**src/rtl/router_fifo_pkt_if.sv**
```systemverilog
// Write/read/status bundle between a router FIFO and its writer/reader.
// The master drives data and requests; the slave (the FIFO) returns data and status.
interface router_fifo_pkt_if #(
    parameter int RAM_WIDTH = 8,
    parameter int ADDR_SIZE = 5
);
    logic [RAM_WIDTH-1:0] din;
    logic                 write_enb;
    logic                 lfd_state;
    logic                 read_enb;
    logic [RAM_WIDTH-1:0] data_out;
    logic                 full;
    logic                 empty;
    logic                 almost_full;
    logic [ADDR_SIZE-1:0] fill_level;
    logic                 pkt_done;
    logic                 overflow;
    logic                 parity_err;

    modport master (
        output din, write_enb, lfd_state, read_enb,
        input  data_out, full, empty, almost_full, fill_level, pkt_done, overflow, parity_err
    );

    modport slave (
        input  din, write_enb, lfd_state, read_enb,
        output data_out, full, empty, almost_full, fill_level, pkt_done, overflow, parity_err
    );
endinterface

```
**src/rtl/router_fifo_pkt.sv**
```systemverilog
// Packet-aware router output FIFO: stores {lfd, byte}, tracks packet ends on the read side.
// Optional parity checking of popped packets is enabled by defining ROUTER_FIFO_PARITY_CHK_EN.
module router_fifo_pkt #(
    parameter int RAM_WIDTH = 8,
    parameter int RAM_DEPTH = 16,
    parameter int ADDR_SIZE = 5,
    parameter int AF_LEVEL  = 14
) (
    input  logic             clock,
    input  logic             resetn,
    input  logic             soft_reset,
    router_fifo_pkt_if.slave bus
);
    localparam int IDX_W = ADDR_SIZE - 1;
    localparam int CNT_W = RAM_WIDTH - 1;
    localparam logic [ADDR_SIZE-1:0] AF_LVL = AF_LEVEL[ADDR_SIZE-1:0];

    typedef struct packed {
        logic                 lfd;
        logic [RAM_WIDTH-1:0] data;
    } entry_t;

    typedef struct packed {
        logic [ADDR_SIZE-1:0] wr_ptr;
        logic [ADDR_SIZE-1:0] rd_ptr;
        logic [ADDR_SIZE-1:0] fill_level;
        logic [CNT_W-1:0]     rd_count;
        logic [RAM_WIDTH-1:0] data_out;
        logic                 full;
        logic                 empty;
        logic                 almost_full;
        logic                 pkt_done;
        logic                 overflow;
    } ctrl_t;

    localparam ctrl_t CTRL_RST = '{empty: 1'b1, default: '0};

    entry_t               mem [RAM_DEPTH];
    entry_t               rd_entry;
    ctrl_t                ctrl;
    ctrl_t                ctrl_nxt;
    logic                 wr_ok;
    logic                 rd_ok;
    logic                 last_pop;
    logic [ADDR_SIZE-1:0] wr_ptr_nxt;
    logic [ADDR_SIZE-1:0] rd_ptr_nxt;

    // Acceptance uses the registered flags, which always match the current pointers.
    assign wr_ok      = bus.write_enb && !ctrl.full;
    assign rd_ok      = bus.read_enb && !ctrl.empty;
    assign rd_entry   = mem[ctrl.rd_ptr[IDX_W-1:0]];
    assign last_pop   = rd_ok && !rd_entry.lfd && (ctrl.rd_count == CNT_W'(1));
    assign wr_ptr_nxt = ctrl.wr_ptr + ADDR_SIZE'(wr_ok);
    assign rd_ptr_nxt = ctrl.rd_ptr + ADDR_SIZE'(rd_ok);

    always_comb begin
        // NOTE: start from the current value so every path assigns every field (no latch).
        ctrl_nxt             = ctrl;
        ctrl_nxt.wr_ptr      = wr_ptr_nxt;
        ctrl_nxt.rd_ptr      = rd_ptr_nxt;
        ctrl_nxt.fill_level  = wr_ptr_nxt - rd_ptr_nxt;
        ctrl_nxt.full        = (wr_ptr_nxt[IDX_W] != rd_ptr_nxt[IDX_W]) &&
                               (wr_ptr_nxt[IDX_W-1:0] == rd_ptr_nxt[IDX_W-1:0]);
        ctrl_nxt.empty       = (wr_ptr_nxt == rd_ptr_nxt);
        ctrl_nxt.almost_full = ((wr_ptr_nxt - rd_ptr_nxt) >= AF_LVL);
        ctrl_nxt.pkt_done    = last_pop;
        if (bus.write_enb && ctrl.full) begin
            ctrl_nxt.overflow = 1'b1;
        end
        if (rd_ok) begin
            ctrl_nxt.data_out = rd_entry.data;
            // A header always reloads, which silently abandons a truncated packet.
            if (rd_entry.lfd) begin
                ctrl_nxt.rd_count = {1'b0, rd_entry.data[RAM_WIDTH-1:2]} + CNT_W'(1);
            end else if (ctrl.rd_count != '0) begin
                ctrl_nxt.rd_count = ctrl.rd_count - CNT_W'(1);
            end
        end
    end

    always_ff @(posedge clock or negedge resetn) begin
        // NOTE: non-blocking so every register samples pre-edge values.
        if (!resetn) begin
            ctrl <= CTRL_RST;
        end else if (soft_reset) begin
            ctrl <= CTRL_RST;
        end else begin
            ctrl <= ctrl_nxt;
        end
    end

    // NOTE: the storage array is not reset; the pointers alone define which entries are valid.
    always_ff @(posedge clock) begin
        if (wr_ok) begin
            mem[ctrl.wr_ptr[IDX_W-1:0]] <= '{lfd: bus.lfd_state, data: bus.din};
        end
    end

    assign bus.data_out    = ctrl.data_out;
    assign bus.full        = ctrl.full;
    assign bus.empty       = ctrl.empty;
    assign bus.almost_full = ctrl.almost_full;
    assign bus.fill_level  = ctrl.fill_level;
    assign bus.pkt_done    = ctrl.pkt_done;
    assign bus.overflow    = ctrl.overflow;

`ifdef ROUTER_FIFO_PARITY_CHK_EN
    logic [RAM_WIDTH-1:0] run_xor;
    logic                 parity_err_q;

    // The header seeds the running XOR; the final byte is compared, not folded in.
    always_ff @(posedge clock or negedge resetn) begin
        if (!resetn) begin
            run_xor      <= '0;
            parity_err_q <= 1'b0;
        end else if (soft_reset) begin
            run_xor      <= '0;
            parity_err_q <= 1'b0;
        end else begin
            parity_err_q <= last_pop && (run_xor != rd_entry.data);
            if (rd_ok && rd_entry.lfd) begin
                run_xor <= rd_entry.data;
            end else if (rd_ok && !last_pop) begin
                run_xor <= run_xor ^ rd_entry.data;
            end
        end
    end

    assign bus.parity_err = parity_err_q;
`else
    assign bus.parity_err = 1'b0;
`endif
endmodule

```
**src/flat_wrapper.sv**
```systemverilog
// flat-port wrapper written by rule: the top's interface ports become plain ports
module router_fifo_pkt_flat 
#(
    parameter int RAM_WIDTH = 8,
    parameter int RAM_DEPTH = 16,
    parameter int ADDR_SIZE = 5,
    parameter int AF_LEVEL  = 14
)
  (clock, resetn, soft_reset, bus_din, bus_write_enb, bus_lfd_state, bus_read_enb, bus_data_out, bus_full, bus_empty, bus_almost_full, bus_fill_level, bus_pkt_done, bus_overflow, bus_parity_err);
  router_fifo_pkt_if #(.RAM_WIDTH(RAM_WIDTH), .ADDR_SIZE(ADDR_SIZE)) bus_i ();
  input  logic clock;
  input  logic resetn;
  input  logic soft_reset;
  input wire logic [$bits(bus_i.din)-1:0] bus_din;
  input wire logic [$bits(bus_i.write_enb)-1:0] bus_write_enb;
  input wire logic [$bits(bus_i.lfd_state)-1:0] bus_lfd_state;
  input wire logic [$bits(bus_i.read_enb)-1:0] bus_read_enb;
  output wire logic [$bits(bus_i.data_out)-1:0] bus_data_out;
  output wire logic [$bits(bus_i.full)-1:0] bus_full;
  output wire logic [$bits(bus_i.empty)-1:0] bus_empty;
  output wire logic [$bits(bus_i.almost_full)-1:0] bus_almost_full;
  output wire logic [$bits(bus_i.fill_level)-1:0] bus_fill_level;
  output wire logic [$bits(bus_i.pkt_done)-1:0] bus_pkt_done;
  output wire logic [$bits(bus_i.overflow)-1:0] bus_overflow;
  output wire logic [$bits(bus_i.parity_err)-1:0] bus_parity_err;
  assign bus_i.din = bus_din;
  assign bus_i.write_enb = bus_write_enb;
  assign bus_i.lfd_state = bus_lfd_state;
  assign bus_i.read_enb = bus_read_enb;
  assign bus_data_out = bus_i.data_out;
  assign bus_full = bus_i.full;
  assign bus_empty = bus_i.empty;
  assign bus_almost_full = bus_i.almost_full;
  assign bus_fill_level = bus_i.fill_level;
  assign bus_pkt_done = bus_i.pkt_done;
  assign bus_overflow = bus_i.overflow;
  assign bus_parity_err = bus_i.parity_err;
  router_fifo_pkt #(.RAM_WIDTH(RAM_WIDTH), .RAM_DEPTH(RAM_DEPTH), .ADDR_SIZE(ADDR_SIZE), .AF_LEVEL(AF_LEVEL)) u_core (.clock(clock), .resetn(resetn), .soft_reset(soft_reset), .bus(bus_i));
endmodule
```
**config.mk**
```make
export PLATFORM = sky130hd
export DESIGN_NAME = router_fifo_pkt_flat
export DESIGN_NICKNAME = d
export VERILOG_FILES = /design/src/rtl/router_fifo_pkt_if.sv /design/src/rtl/router_fifo_pkt.sv /design/src/flat_wrapper.sv
export SDC_FILE = /design/constraint.sdc
export NUM_CORES = 1
export LEC_CHECK = 0
export CORE_UTILIZATION = 55
export CTS_CLUSTER_SIZE = 30
export DETAILED_ROUTE_END_ITERATION = 8
export PLACE_DENSITY = 0.72
export SLEW_MARGIN = 10
export SYNTH_ARGS = -nofsm -noshare
export SYNTH_HDL_FRONTEND = slang
export SYNTH_SLANG_ARGS = --single-unit
export TNS_END_PERCENT = 30
```
**constraint.sdc**
```tcl
create_clock -name clock -period 7.12 [get_ports clock]
set_clock_uncertainty 0.05 [all_clocks]
set_input_delay 0.712 -clock clock [delete_from_list [all_inputs] [get_ports clock]]
set_output_delay 0.712 -clock clock [all_outputs]
set_load 0.02 [all_outputs]
```
# == After elaboration in Yosys (flattened, before gate mapping) ==
# Memories as Yosys holds them, arrays and structs flattened.
# Index checks and enable logic that the tools add are counted.
# totals
ram_bits,144
in_bits,14
regBits,35
n_memories,1
# op_classes
eq_ne,4
magnitude_cmp,1
n_addsub,5
muxes,7
n_reduce_logical,14
# mem_list
name,depth,word_bits,rd,rd_ports_with_merged_regs,wr,line_no,text
u_core.mem,16,9,1,0,1,router_fifo_pkt.sv:38,entry_t mem [RAM_DEPTH];
# ops
cell,count
$mux 35,1
$mux 15,1
$mux 7,2
$add 5x1->5,2
$add 6x1->7 const B,1
$eq 7x1->1 const B,1
$reduce_bool 7->1,1
$sub 7x1->7 const B,1
$logic_and 1x1->1,6
$eq 5x5->1,1
$ge 5x4->1 const B,1
$sub 5x5->5,1
$eq 4x4->1,1
$reduce_bool 2->1,2
$logic_not 1->1,3
$mux 1,3
$reduce_bool 3->1,1
$reduce_and 2->1,1
$ne 1x1->1,1

# == Logic depth before layout (Yosys ltp) ==
# Gate-level depths: netlist of the first run.
# depth
word_depth,6
depth_mapped,13
mapped_depth_nobuf,11

# == Least setup slack after synthesis of the first run ==
# No wires, ideal clock.
# synth_path
path_type,input port to flip-flop
startpoint,in bus_read_enb
endpoint,reg u_core.ctrl (netlist bit u_core.bus.almost_full)
arrival_time_ps,2983
stages,13
setup_slack_ps,3969
n_path_buf,2
cell_sequence,nand2b_1 > clkbuf_1 > inv_1 > clkbuf_1 > ha_1 > ha_1 > xnor2_1 > ha_1 > a21o_1 > a21oi_1 > xor2_1 > nor2_1 > a21o_1
# synth_via
elab_chain_len,5
# synth_rtl
item,line_no,text
from (decl),flat_wrapper.sv:17,input wire logic [$bits(bus_i.read_enb)-1:0] bus_read_enb;
$logic_and 1x1->1,router_fifo_pkt.sv:50,assign rd_ok = bus.read_enb && !ctrl.empty;
$add 5x1->5,router_fifo_pkt.sv:54,assign rd_ptr_nxt = ctrl.rd_ptr + ADDR_SIZE'(rd_ok);
$sub 5x5->5,router_fifo_pkt.sv:65,ctrl_nxt.almost_full = ((wr_ptr_nxt - rd_ptr_nxt) >= AF_LVL);
$ge 5x4->1,router_fifo_pkt.sv:65,
$mux 35,router_fifo_pkt.sv:85,end else if (soft_reset) begin
to (signal assigned),router_fifo_pkt.sv:88,ctrl <= ctrl_nxt;
to (decl),router_fifo_pkt.sv:40,ctrl_t ctrl;
# No other way between the ends.
# A chain may end at the register's enable or synchronous reset.

# == Final worst setup path of the first run ==
# Ends and elaborated chain as after synthesis.

==> results of run 1 <==
Yosys cell counts (all sizes together) (6+ instances only):
cell type,instances
a21oi,16
buf,25
clkbuf,10
dfrtp,34
edfxtp,144
ha,10
inv,7
mux4,38
nand2,30
nand2b,6
nand3,14
nor2,36
nor2b,9
nor3,11
o21ai,6
xnor2,10
xor2,7
cells by family (layout without fill, tap and decap cells):
family / count (synthesis) / in the layout / share of synthesized area, %
fa+ha+maj: 11 / 11 / 1.910
mux: 43 / 43 / 12.31
flops: 179 / 179 / 68.44
other cells: 1 / 1 / 0.04934
buf+inv: 43 / 79 / 3.622
xor+xnor: 17 / 17 / 1.959
compound gates: 45 / 45 / 4.198
simple gates: 117 / 117 / 7.508
critical path, delay by kind of cell:
kind / cells / cell delay [ns]
AO/OA/AOI/OAI: 3 / 0.50
buffers and inverters: 2 / 0.80
XOR/XNOR: 2 / 0.44
adder cells (fa/ha/maj): 3 / 0.87
AND/OR/NAND/NOR: 2 / 0.49
registers in the layout (all words and copies together) (netlist names):
register and cells:
u_core.bus.almost_full 1, u_core.bus.overflow 1, u_core.bus.pkt_done 1, u_core.bus.fill_level 5, u_core.bus.data_out 8, u_core.bus.full 1, u_core.ctrl 17, u_core.mem 144
u_core.bus.empty 1
path summary, 6_finish.rpt:
path | startpoint | endpoint
hold / removal | u_core.bus.overflow | u_core.bus.overflow
setup reg to reg | u_core.bus.empty | u_core.bus.almost_full
hold reg to reg | u_core.bus.overflow | u_core.bus.overflow
setup / recovery | bus_read_enb | u_core.bus.almost_full
max in group asynchronous | resetn | u_core.bus.empty
min in group asynchronous | resetn | u_core.bus.fill_level[0]
metal layers:
layer | wire, um | global-route usage, % | up-vias
met5 | 0 | 0 | -
met3 | 737 | 5.561 | 19
met2 | 6878 | 33.67 | 113
li1 | - | - | 1793
met4 | 255 | 9.297 | 0
met1 | 6083 | 29.94 | 1991
layout make-up:
class,instances,area [um^2]
Sequential cell,179,5202
Fill cell,926,4815
Multi-Input combinational cell,234,2123
Clock buffer,17,425.4
Timing Repair Buffer,39,370.4
Tap cell,176,220.2
Clock inverter,15,161.4
Inverter,8,30.03
power breakdown:
group | total [mW] | leakage [nW] | switching, mW | internal, mW
Combinational | 0.347 | 0.840 | 0.192 | 0.155
Clock | 0.908 | 0.287 | 0.437 | 0.471
Sequential | 1.18 | 1.77 | 0.0177 | 1.16
Total | 2.44 | 2.90 | 0.647 | 1.79
stage by stage:
step	power [mW]	cells
global route	2.531	668
global placement	1.544	636
CTS	2.452	668
detailed placement	1.552	636
finish	2.438	668
floorplan	1.473	456
==> qor.yml, run 1 <==
status: "completed"
area_growth_pct: 12.28
vias: 3916
async_flop_share_pct: 19.55
pwr_density_cell_nw_per_um2: 285.7
drc_errors: 0
clock_latency_ns: 0.43
dpl_worst_slack_ns: 3.143
period_needed_ns: 3.552
cp-end-kind: "register"
final_common_cell: "edfxtp_1"
clkSlewWorstSetupHoldPaths_ns: 0.07
ant_nets: 0
placementRows: 42
tightest_slew_ns: 1.018
seq_area_frac_synth_pct: 68.44
relSlewSlack_pct: 31.86
drive_above_1_share_pct: 16.26
synth_flop_cell: "edfxtp_1"
wirelength_mm: 13.96
grt.overflow.total: 0
slew_violations: 0
crit_path_top_delay_cell: "nand2b_1"
yosys.area.top_type: "edfxtp_1"
antenna_found_initial: 0
nets: 504
r2r_cells: 11
port_buffers: 31
max_freq_ghz: 0.2815
fp.dieH_um: 119.6
min_path_type: "register to register"
rsz0062_at_grt: "false"
grt_usage_pct: 21.88
htree_levels: 4
synth_top_cell_area_share_pct: 56.90
initialDrtViolationCount: 341
routedWlPerCell_um: 20.89
core_um2: 13350
firstDrtPassIters: 4
diodes: 0
crit_fanout: 17
synth_nets: 481
cts-root-buf: "clkbuf_16"
clk_path_buf_depth: 2
hold_viol: 0
grt_max_degree: 40
mostFrequentLayoutCells: "edfxtp_1, nor2_1, dfrtp_1"
cts_hold_buf: 0
cts_tree: "yes"
required_ns: 7.39
yosys-top-cells-area: "edfxtp_1, dfrtp_1, mux4_2"
die_width_um: 119.6
dieArea_um2: 14290
grt_pass1_vias: 4013
fin_util_pct: 63.93
synth-seq-cells: 179
cts_resized: 0
cp-start-kind: "input pin"
syn_avg_cell_area_um2: 16.67
fin_tns_setup_ns: 0
start_util_pct: 56.94
whs_ns: 0.4551
dpl-instance-area_um2: 7946
postCtsSetupBuffers: 0
hold_depth: 2
yosysUniqueCellTypes: 54
vdd_drop_max_mv: 0.1989
yosysWarningCount: 0
power_leakage_nw: 2.902
cts_buffers: 17
io_pins: 33
fin_ws_ns: 3.568
place.gp.congestion: 0.8168
crit_top_cell: "ha_1"
grt_pass1_wl_mm: 22.44
cts_num_sinks: 179
r2r_slack_ns: 3.70
critical_path_class: "input pin to register"
dp_hpwl_mm: 8.776
crit_chain: "clkdlybuf4s50_1 > nand2b_1 > inv_1 > ha_1 > ha_1 > xnor2_1 > ha_1 > a21o_1 > a21oi_1 > xor2_1 > nor2_1 > a21o_1"
fin_crit_sh_pct: 49.89
cap_violations: 0
crit_arrival_ns: 3.82
setup_viol: 0
slowest_delay_ns: 0.43
via_per_inst: 5.862
synth_area_um2: 7600
synth_edf_count: 144
postSynthCellCount: 456
final_area_um2: 8533
Power figures use the tool's default switching activity.
==> run 2: changes to the inputs <==
- CORE_UTILIZATION: 55 -> 54
- PLACE_DENSITY: 0.72 -> 0.74
- clock period: 7.12 -> 3.05 ns (I/O delays scaled with it)
==> qor.yml, run 2 (same netlist as run 1, synthesis figures left out) <==
status: "completed"
clkSlewWorstSetupHoldPaths_ns: 0.06  # about the same
dieArea_um2: 14550  # +1.8%
grt_pass1_vias: 4159  # +3.6%
fin_tns_setup_ns: 0  # unchanged
place.gp.congestion: 0.8796  # +7.7%
fp.dieH_um: 120.6  # +0.90%
slowest_delay_ns: 0.52  # +0.09 ns
cts_num_sinks: 179  # unchanged
io_pins: 33  # unchanged
slew_violations: 0  # unchanged
grt_usage_pct: 21.51  # -0.37 points
cts_buffers: 17  # unchanged
fin_crit_sh_pct: 88.44
placementRows: 42  # unchanged
cts_tree: "yes"
routedWlPerCell_um: 20.58  # -1.5%
htree_levels: 4  # unchanged
clock_latency_ns: 0.43  # about the same
diodes: 0  # unchanged
wirelength_mm: 14.05  # +0.70%
max_freq_ghz: 0.3707
grt_pass1_wl_mm: 22.47  # +0.12%
r2r_slack_ns: 0.35  # -3.35 ns
antenna_found_initial: 0  # unchanged
critical_path_class: "register to register"
cap_violations: 0  # unchanged
ant_nets: 0  # unchanged
dp_hpwl_mm: 9.145  # +4.2%
cp_top_family: "adder cells"
via_per_inst: 5.939  # +1.3%
drc_errors: 0  # unchanged
start_util_pct: 56.27  # -0.66 points
drive_above_1_share_pct: 18.54  # +2.3 points
worst-path-buf-inv: 2  # unchanged
grt.overflow.total: 0  # unchanged
crit_arrival_ns: 3.01  # -0.81 ns
fin_ws_ns: 0.3524  # -3.215 ns
nets: 520  # +3.2%
rsz0062_at_grt: "false"
firstDrtPassIters: 5  # +1
postCtsSetupBuffers: 0  # unchanged
worstReg2RegStart: "u_core.bus.empty"
core_um2: 13510  # +1.2%
crit_top_cell: "ha_1"
min_path_type: "input pin to async pin"
area_growth_pct: 13.75
vias: 4056  # +3.6%
setup_viol: 0  # unchanged
cts-root-buf: "clkbuf_16"
clk_path_buf_depth: 2  # unchanged
tightest_slew_ns: 0.6349  # -0.3834 ns
die_width_um: 120.6  # +0.90%
crit_path_top_delay_cell: "dfstp_2"
cts_resized: 0  # unchanged
required_ns: 3.37  # -4.02 ns
crit_fanout: 3  # -14
rr_endpoint: "u_core.bus.almost_full"
mostFrequentLayoutCells: "edfxtp_1, nor2_1, dfrtp_1"
r2r_cells: 11  # unchanged
cts_hold_buf: 0  # unchanged
crit_chain: "nand2b_1 > inv_1 > ha_1 > ha_1 > inv_1 > ha_1 > nor2b_1 > o21a_1 > o21a_1 > nor3_1 > a21o_1"
grt_max_degree: 40  # unchanged
cp-end-kind: "register"
vdd_drop_max_mv: 0.3767  # +89%
pwr_density_cell_nw_per_um2: 651.9  # +130%
initialDrtViolationCount: 406  # +19%
relSlewSlack_pct: 57.29  # +25 points
final_common_cell: "edfxtp_1"
period_needed_ns: 2.698
power_leakage_nw: 2.971  # +2.4%
dpl_worst_slack_ns: 0.06723  # -3.075 ns
hold_viol: 0  # unchanged
port_buffers: 31  # unchanged
cp-start-kind: "register"
largest_register_ff_count: 144  # unchanged
[run 2: layer usage]
layer | vias to the layer above | GRT usage [%] | wire, um
li1 | 1819 | - | -
met1 | 2049 | 28.28 | 5943
met2 | 162 | 34.30 | 6923
met3 | 26 | 5.991 | 923
met4 | 0 | 8.256 | 263
met5 | - | 0 | 0
[run 2: worst register-to-register path, stage by stage, from the launching register on]
cell and delay, ns:
dfstp_2 0.52, nand2b_1 0.13, inv_1 0.07, ha_1 0.20, ha_1 0.36, inv_1 0.09
ha_1 0.32, nor2b_1 0.14, o21a_1 0.19, o21a_1 0.17, nor3_1 0.25, a21o_1 0.15
[run 2: report_power, final]
group / internal [mW] / switching (mW) / leakage [nW] / total (mW)
combinational: 0.376 / 0.449 / 0.932 / 0.825
clock: 1.13 / 0.919 / 0.264 / 2.05
sequential: 2.72 / 0.0430 / 1.77 / 2.76
[run 2: per-stage QoR]
stage	hold slack, ns	power, mW	cell area [um^2]	cells	util [%]
after floorplan	-0.04059	3.440	7601	456	-
after global placement	0.4327	3.612	8092	652	59.91
after detailed placement	0.4414	3.638	8092	652	59.91
after CTS	0.2557	5.677	8645	683	64.01
after global routing	0.2794	5.846	8645	683	64.01
final	0.2515	5.636	8645	683	64.01
[run 2: cell type report]
| cell class | count | area [um^2] |
|---|---|---|
| Clock buffer | 17 | 425.4 |
| Clock inverter | 14 | 127.6 |
| Fill cell | 908 | 4861 |
| Inverter | 8 | 30.03 |
| Multi-Input combinational cell | 234 | 2123 |
| Sequential cell | 179 | 5202 |
| Tap cell | 176 | 220.2 |
| Timing Repair Buffer | 55 | 515.5 |
[run 2: worst max-delay path by stage]
stage | start | endpoint | slack [ns] | cells after the start
after floorplan | u_core.bus.empty | u_core.bus.almost_full | 0.1 | 13
after global placement | bus_write_enb | u_core.bus.almost_full | 0.14 | 12
after detailed placement | bus_write_enb | u_core.bus.almost_full | 0.07 | 12
after CTS | u_core.bus.empty | u_core.bus.almost_full | 0.36 | 11
after global routing | u_core.bus.empty | u_core.bus.almost_full | 0.18 | 11
final | u_core.bus.empty | u_core.bus.almost_full | 0.35 | 11
